## src/rtl/dot_sched_pkg.sv

```systemverilog
`default_nettype none
// ============================================================================
// Module      : dot_sched_pkg
// Description : Shared coordinate widths, scheduler state encoding and the
//               buffered dot-update entry layout.
// Revision    : 1.0 - initial release
// ============================================================================
package dot_sched_pkg;

    localparam int X_WIDTH          = 10;
    localparam int Y_WIDTH          = 9;
    localparam int DEFAULT_ID_WIDTH = 6;

    typedef enum logic [1:0] {
        IDLE    = 2'd0,
        DRIVE_X = 2'd1,
        DRIVE_Y = 2'd2,
        DONE    = 2'd3
    } sched_state_t;

    typedef struct packed {
        logic [DEFAULT_ID_WIDTH-1:0] id;
        logic [X_WIDTH-1:0]          x;
        logic [Y_WIDTH-1:0]          y;
    } dot_entry_t;

endpackage : dot_sched_pkg
`default_nettype wire

```

## src/rtl/dot_update_fifo.sv

```systemverilog
`default_nettype none
// ============================================================================
// Module      : dot_update_fifo
// Description : Synchronous show-ahead FIFO. The head entry and the entry
//               behind it are both visible combinationally so the consumer
//               can chain to the next entry on the same edge it pops.
// Ports       : clk, rst (async, active-high)
//               push/wdata     - write side, ignored when full
//               pop            - read side, ignored when empty
//               head_data      - oldest entry
//               next_data      - second-oldest entry (valid when count >= 2)
//               count/full/empty - occupancy status
// Revision    : 1.0 - initial release
// ============================================================================
module dot_update_fifo #(
    parameter int DEPTH = 64,
    parameter int WIDTH = 25
) (
    input  logic                       clk,
    input  logic                       rst,
    input  logic                       push,
    input  logic [WIDTH-1:0]           wdata,
    input  logic                       pop,
    output logic [WIDTH-1:0]           head_data,
    output logic [WIDTH-1:0]           next_data,
    output logic [$clog2(DEPTH):0]     count,
    output logic                       full,
    output logic                       empty
);

    localparam int                c_aw   = $clog2(DEPTH);
    localparam logic [c_aw:0]     c_full = (c_aw+1)'(DEPTH);

    logic [WIDTH-1:0] mem_q [DEPTH];
    logic [c_aw-1:0]  wr_ptr_q, wr_ptr_d;
    logic [c_aw-1:0]  rd_ptr_q, rd_ptr_d;
    logic [c_aw:0]    count_q,  count_d;
    logic             w_do_push;
    logic             w_do_pop;

    assign full      = (count_q == c_full);
    assign empty     = (count_q == '0);
    assign count     = count_q;
    assign w_do_push = push & ~full;
    assign w_do_pop  = pop & ~empty;
    assign head_data = mem_q[rd_ptr_q];
    assign next_data = mem_q[rd_ptr_q + 1'b1];

    always_comb begin
        wr_ptr_d = wr_ptr_q;
        rd_ptr_d = rd_ptr_q;
        count_d  = count_q;
        if (w_do_push) wr_ptr_d = wr_ptr_q + 1'b1;
        if (w_do_pop)  rd_ptr_d = rd_ptr_q + 1'b1;
        case ({w_do_push, w_do_pop})
            2'b10:   count_d = count_q + 1'b1;
            2'b01:   count_d = count_q - 1'b1;
            default: count_d = count_q;
        endcase
    end

    always_ff @(posedge clk or posedge rst) begin
        if (rst) begin
            wr_ptr_q <= '0;
            rd_ptr_q <= '0;
            count_q  <= '0;
        end else begin
            wr_ptr_q <= wr_ptr_d;
            rd_ptr_q <= rd_ptr_d;
            count_q  <= count_d;
        end
    end

    // Storage needs no reset: pointers and count define what is valid.
    always_ff @(posedge clk) begin
        if (w_do_push) mem_q[wr_ptr_q] <= wdata;
    end

endmodule : dot_update_fifo
`default_nettype wire

```

## src/rtl/dot_update_scheduler.sv

```systemverilog
`default_nettype none
// ============================================================================
// Module      : dot_update_scheduler
// Description : Buffers (id, x, y) dot updates and replays them into the VGA
//               dot write port only after a frame ends, as an X write then a
//               Y write per entry, each held HOLD_CYCLES clocks.
// Ports       : clk, reset (async, active-high), screenEnd (frame-end strobe)
//               push_valid/push_ready/push_id/push_x/push_y - update input
//               dotWren/is_Yloc/dotID/dotLoc - VGA dot write port
//               frame_done - one-clk pulse when a drain completes
//               fifo_count - occupancy, overflow - sticky dropped-push flag
// Revision    : 1.0 - initial release
// ============================================================================
module dot_update_scheduler
    import dot_sched_pkg::*;
#(
    parameter int FIFO_DEPTH    = 64,
    parameter int ID_WIDTH      = DEFAULT_ID_WIDTH,
    parameter int HOLD_CYCLES   = 4,
    parameter int MAX_PER_FRAME = 45
) (
    input  logic                          clk,
    input  logic                          reset,
    input  logic                          screenEnd,
    input  logic                          push_valid,
    output logic                          push_ready,
    input  logic [ID_WIDTH-1:0]           push_id,
    input  logic [X_WIDTH-1:0]            push_x,
    input  logic [Y_WIDTH-1:0]            push_y,
    output logic                          dotWren,
    output logic                          is_Yloc,
    output logic [31:0]                   dotID,
    output logic [31:0]                   dotLoc,
    output logic                          frame_done,
    output logic [$clog2(FIFO_DEPTH):0]   fifo_count,
    output logic                          overflow
);

    localparam int c_entry_w = ID_WIDTH + X_WIDTH + Y_WIDTH;
    localparam int c_cnt_w   = $clog2(FIFO_DEPTH) + 1;
    localparam int c_hold_w  = $clog2(HOLD_CYCLES + 1);
    localparam int c_drain_w = $clog2(MAX_PER_FRAME + 1);

    localparam logic [c_hold_w-1:0]  c_hold_last = c_hold_w'(HOLD_CYCLES - 1);
    localparam logic [c_drain_w-1:0] c_max_drain = c_drain_w'(MAX_PER_FRAME);
    localparam logic [c_cnt_w-1:0]   c_cnt_one   = c_cnt_w'(1);

    sched_state_t            state_q, state_d;
    logic [c_hold_w-1:0]     hold_q, hold_d;
    logic [c_drain_w-1:0]    drained_q, drained_d;
    logic                    se_q, se_d;
    logic                    wren_q, wren_d;
    logic                    is_y_q, is_y_d;
    logic [ID_WIDTH-1:0]     id_q, id_d;
    logic [X_WIDTH-1:0]      loc_q, loc_d;
    logic                    frame_done_q, frame_done_d;
    logic                    overflow_q, overflow_d;

    logic                    w_rise;
    logic                    w_push;
    logic                    w_pop;
    logic                    w_full;
    logic                    w_empty;
    logic [c_cnt_w-1:0]      w_count;
    logic [c_entry_w-1:0]    w_head;
    logic [c_entry_w-1:0]    w_next;
    logic [c_entry_w-1:0]    w_src;
    logic [ID_WIDTH-1:0]     w_src_id;
    logic [X_WIDTH-1:0]      w_src_x;
    logic [Y_WIDTH-1:0]      w_src_y;
    logic [c_drain_w-1:0]    w_drained_inc;

    dot_update_fifo #(
        .DEPTH (FIFO_DEPTH),
        .WIDTH (c_entry_w)
    ) u_fifo (
        .clk       (clk),
        .rst       (reset),
        .push      (w_push),
        .wdata     ({push_id, push_x, push_y}),
        .pop       (w_pop),
        .head_data (w_head),
        .next_data (w_next),
        .count     (w_count),
        .full      (w_full),
        .empty     (w_empty)
    );

    assign w_rise        = screenEnd & ~se_q;
    assign w_push        = push_valid & ~w_full;
    assign w_drained_inc = drained_q + 1'b1;

    // While finishing a Y write the head is about to be popped, so the entry
    // to load is the one behind it; otherwise the head itself is the source.
    assign w_src    = (state_q == DRIVE_Y) ? w_next : w_head;
    assign w_src_id = w_src[c_entry_w-1 -: ID_WIDTH];
    assign w_src_x  = w_src[Y_WIDTH +: X_WIDTH];
    assign w_src_y  = w_src[Y_WIDTH-1:0];

    always_comb begin
        state_d      = state_q;
        hold_d       = hold_q;
        drained_d    = drained_q;
        se_d         = screenEnd;
        wren_d       = wren_q;
        is_y_d       = is_y_q;
        id_d         = id_q;
        loc_d        = loc_q;
        frame_done_d = 1'b0;
        overflow_d   = overflow_q | (push_valid & w_full);
        w_pop        = 1'b0;

        case (state_q)
            IDLE: begin
                wren_d = 1'b0;
                if (w_rise) begin
                    if (!w_empty) begin
                        state_d   = DRIVE_X;
                        wren_d    = 1'b1;
                        is_y_d    = 1'b0;
                        id_d      = w_src_id;
                        loc_d     = w_src_x;
                        hold_d    = '0;
                        drained_d = '0;
                    end else begin
                        state_d      = DONE;
                        frame_done_d = 1'b1;
                    end
                end
            end
            DRIVE_X: begin
                if (hold_q == c_hold_last) begin
                    state_d = DRIVE_Y;
                    is_y_d  = 1'b1;
                    loc_d   = {{(X_WIDTH-Y_WIDTH){1'b0}}, w_src_y};
                    hold_d  = '0;
                end else begin
                    hold_d = hold_q + 1'b1;
                end
            end
            DRIVE_Y: begin
                if (hold_q == c_hold_last) begin
                    w_pop     = 1'b1;
                    drained_d = w_drained_inc;
                    // Chain straight into the next X write so dotWren never gaps.
                    if ((w_count > c_cnt_one) && (w_drained_inc < c_max_drain)) begin
                        state_d = DRIVE_X;
                        is_y_d  = 1'b0;
                        id_d    = w_src_id;
                        loc_d   = w_src_x;
                        hold_d  = '0;
                    end else begin
                        state_d      = DONE;
                        wren_d       = 1'b0;
                        is_y_d       = 1'b0;
                        frame_done_d = 1'b1;
                    end
                end else begin
                    hold_d = hold_q + 1'b1;
                end
            end
            DONE: begin
                state_d = IDLE;
                wren_d  = 1'b0;
                is_y_d  = 1'b0;
            end
            default: begin
                state_d = IDLE;
                wren_d  = 1'b0;
            end
        endcase
    end

    always_ff @(posedge clk or posedge reset) begin
        if (reset) begin
            state_q      <= IDLE;
            hold_q       <= '0;
            drained_q    <= '0;
            se_q         <= 1'b0;
            wren_q       <= 1'b0;
            is_y_q       <= 1'b0;
            id_q         <= '0;
            loc_q        <= '0;
            frame_done_q <= 1'b0;
            overflow_q   <= 1'b0;
        end else begin
            state_q      <= state_d;
            hold_q       <= hold_d;
            drained_q    <= drained_d;
            se_q         <= se_d;
            wren_q       <= wren_d;
            is_y_q       <= is_y_d;
            id_q         <= id_d;
            loc_q        <= loc_d;
            frame_done_q <= frame_done_d;
            overflow_q   <= overflow_d;
        end
    end

    assign push_ready = ~w_full;
    assign dotWren    = wren_q;
    assign is_Yloc    = is_y_q;
    assign dotID      = {{(32-ID_WIDTH){1'b0}}, id_q};
    assign dotLoc     = {{(32-X_WIDTH){1'b0}}, loc_q};
    assign frame_done = frame_done_q;
    assign fifo_count = w_count;
    assign overflow   = overflow_q;

endmodule : dot_update_scheduler
`default_nettype wire

```

## config.mk

```make
export PLATFORM = sky130hd
export DESIGN_NAME = dot_update_scheduler
export DESIGN_NICKNAME = d
export VERILOG_FILES = /design/src/rtl/dot_sched_pkg.sv /design/src/rtl/dot_update_fifo.sv /design/src/rtl/dot_update_scheduler.sv
export SDC_FILE = /design/constraint.sdc
export NUM_CORES = 2
export LEC_CHECK = 0
export ABC_AREA = 0
export BUFFER_PORTS_ARGS = -buffer_cell sky130_fd_sc_hd__clkbuf_2
export CAP_MARGIN = 15
export CELL_PAD_IN_SITES_DETAIL_PLACEMENT = 0
export CELL_PAD_IN_SITES_GLOBAL_PLACEMENT = 1
export CORE_MARGIN = 2
export CORE_UTILIZATION = 45
export DETAILED_ROUTE_END_ITERATION = 10
export MAX_ROUTING_LAYER = met4
export PLACE_DENSITY = 0.68
export SYNTH_ARGS = -nofsm -noshare
export SYNTH_HDL_FRONTEND = slang
export SYNTH_SLANG_ARGS = --single-unit
export TNS_END_PERCENT = 1
```

## constraint.sdc

```tcl
create_clock -name clk -period 8.2 [get_ports clk]
set_input_delay 0.82 -clock clk [delete_from_list [all_inputs] [get_ports clk]]
set_output_delay 0.82 -clock clk [all_outputs]
set_load 0.02 [all_outputs]
```

==> results_dict.tcl <==
set metrics [dict create \
    run_status "finished, final reports clean" \
    startpoint_type "flip-flop" \
    yosysUniqueCellTypes 72 \
    core_area_um2 171000 \
    die_w_um 418.3 \
    period_share_pct 62.16 \
    drt-pass1-iter-count 6 \
    synthesis.area_um2 77240 \
    crit_arrival_ps 5750 \
    num-fill-cells 13500 \
    root_buffer "clkbuf_16" \
    pwr_dens_nw_per_um2 313.8 \
    timing.rr.start "u_fifo.rd_ptr_q[0]" \
    timing.final.setup_violations 0 \
    clock_sinks 1651 \
    rr_endpoint "loc_q[2]" \
    io_pins 105 \
    cts_hold_buffers 0 \
    final_hold_violations 0 \
    total_power_w 0.02705 \
    synth-seq-area-share_pct 63.86 \
    cap_violations 0 \
    floorplan.rows 152 \
    tritoncts "yes" \
    first_pass_grt_wire_length_um 335900 \
    drc 0 \
    detail_route.wl_per_cell_um 38.57 \
    cts.path.max_buffers 3 \
    initial_utilization_pct 45.18 \
    crit_required_ps 8850 \
    irDropWorstVdd_mv 0.2744 \
    port_buffers 56 \
    post_route_cells_drive_above_1_share_pct 36.60 \
    ant_nets 0 \
    reg2reg_slack_ps 3100 \
    hp-class "primary input to asynchronous set/reset pin" \
    ys_flop_type "edfxtp_1" \
    die_h_um 418.3 \
    grt_setup_unrepaired "false" \
    synth_seq_cells 1651 \
    total_number_of_vias 42990 \
    synth-warning-count 0 \
    synth_enable_flop_cells 1600 \
    final_net_count 3932 \
    first_iter_violations 6520 \
    synth.most_common_cell "edfxtp_1" \
    worst_clock_skew_ps 34.93 \
    source_to_sink_clock_delay_at_the_later_pin_of_the_worst_skew_pair_ps 830 \
    postSynthAreaPerCell_um2 20.42 \
    finalCriticalPeriod_ps 5097 \
    grt_use_total_pct 28.61 \
    cell_type_with_the_largest_total_area_after_synthesis "edfxtp_1" \
    grt_antenna_before_repair 6 \
    achievable-frequency_ghz 0.1962 \
    grt_pass1_vias 42160 \
    pin_count_of_the_biggest_net_entering_global_routing 135 \
    detail_route.vias_per_cell 6.854 \
    critical_path_class "flip-flop to flip-flop" \
    clkSlewWorstSetupHoldPaths_ps 60 \
    dp_hpwl_um 136600 \
    grt-ovfl-total 0 \
    cts.htree.levels 4 \
    numCtsBuffers 172 \
    report.final.slew_viol_count 0 \
    p_leak_nw 25.83 \
    maximum_net_fanout_on_the_critical_path 108 \
    end_kind "flip-flop" \
    route.final.wire_length_um 241900 \
    dieArea_um2 175000 \
    syn2layout_area_growth_pct 11.59 \
    synth_area_leaders "edfxtp_1, mux4_2, dfrtp_1" \
    setup_tns_ps 0 \
    cells_after_synthesis 3782 \
    slew-limit-headroom_pct 19.63 \
    synth_largest_type_area_fraction_pct 62.20 \
    gp_routability_congestion 0.8919 \
    worstMarginPinSlew_ps 1201 \
    cts_post_setup_buffers_inserted 0 \
    worst_r2r_path_depth 8 \
    async_flop_share_pct 3.089 \
    cts-resized-gates 0 \
    yosys-top-cells-count "edfxtp_1, mux4_2, nand2_1" \
]
sequential cells by signal (all words and copies together) (netlist names):
name,cells
id_q,6
loc_q,10
drained_q,6
state_q,2
dotWren,1
is_Yloc,1
u_fifo.count,7
u_fifo.rd_ptr_q,6
u_fifo.wr_ptr_q,6
frame_done,1
hold_q,3
se_q,1
u_fifo.mem_q,1600
overflow,1
final cells by class:
class                   count  area, µm²  share of cell area, %
diodes                      6      15.01                0.01742
clock buffers             208       4534                  5.261
clock inverters           110      927.1                  1.076
inverters                  15      56.30                0.06532
multi-input cells        1836      26750                  31.03
flip-flops and latches   1651      49340                  57.25
well taps                2233       2794                  3.241
repair buffers            213       1779                  2.064
per-layer routing:
layer | GRT usage, % | vias to the layer above | wire (µm)
li1 | - | 16580 | -
met1 | 38.53 | 23380 | 93560
met2 | 43.73 | 2574 | 114900
met3 | 5.877 | 454 | 23870
met4 | 9.955 | 0 | 9531
met5 | - | - | 0
placed cells by master (no fill, tap or decap), types with 48 or more instances in the layout:
cell       synthesis  routed
edfxtp_1        1600    1600
conb_1             1      48
buf_4            105     132
nor2_1           136      72
nand2_1          154     154
clkbuf_2           1      56
clkbuf_16          0     176
nor2_4             0      64
mux2i_1           89      89
mux4_2           912     912
power by group:
| part | leakage [nW] | total [W] | internal (W) | switching (W) |
|---|---|---|---|---|
| sequential | 15.0 | 0.00994 | 0.00962 | 0.000319 |
| clock | 2.69 | 0.00768 | 0.00432 | 0.00335 |
| combinational | 8.12 | 0.00943 | 0.00438 | 0.00505 |
worst max-delay path: stages (launching register included):
cell      delay, ps
dfrtp_4         750
buf_12          560
buf_4           900
mux4_2          610
mux4_2          490
a221oi_1        780
nand2_1         390
o31ai_1         160
a31oi_1         120
metrics by stage:
step	instances	cell area [µm²]	utilization (%)	setup slack [ps]	hold slack, ps
final	6272	86190	50.41	3103	132.4
after global routing	6269	86190	50.41	2928	114.3
after CTS	6256	85980	50.29	3057	85.05
after detailed placement	5938	80520	47.09	3088	468.5
after global placement	5937	80490	47.08	3088	460.0
after floorplan	3829	77420	-	4655	453.8
how the worst max path moves through the flow:
stage,slack [ps],cells after the start,startpoint,end
6_report,3100,8,u_fifo.rd_ptr_q[0],loc_q[2]
5_1_grt,2930,8,u_fifo.rd_ptr_q[0],loc_q[2]
4_1_cts,3060,8,u_fifo.rd_ptr_q[0],loc_q[2]
3_5_place_dp,3090,8,u_fifo.rd_ptr_q[0],loc_q[2]
3_3_place_gp,3090,8,u_fifo.rd_ptr_q[0],loc_q[2]
2_1_floorplan,4650,9,u_fifo.count[0],u_fifo.mem_q[59][0]
logic make-up after synthesis:
logic type,share of synthesized area [%]
compound gates,2.535
xor+xnor,0.2900
fa+ha+maj,0.2268
buf+inv,2.529
flops,63.86
mux,27.89
other cells,0.004855
simple gates,2.666
Note: power is estimated with default switching activity, not from simulation.
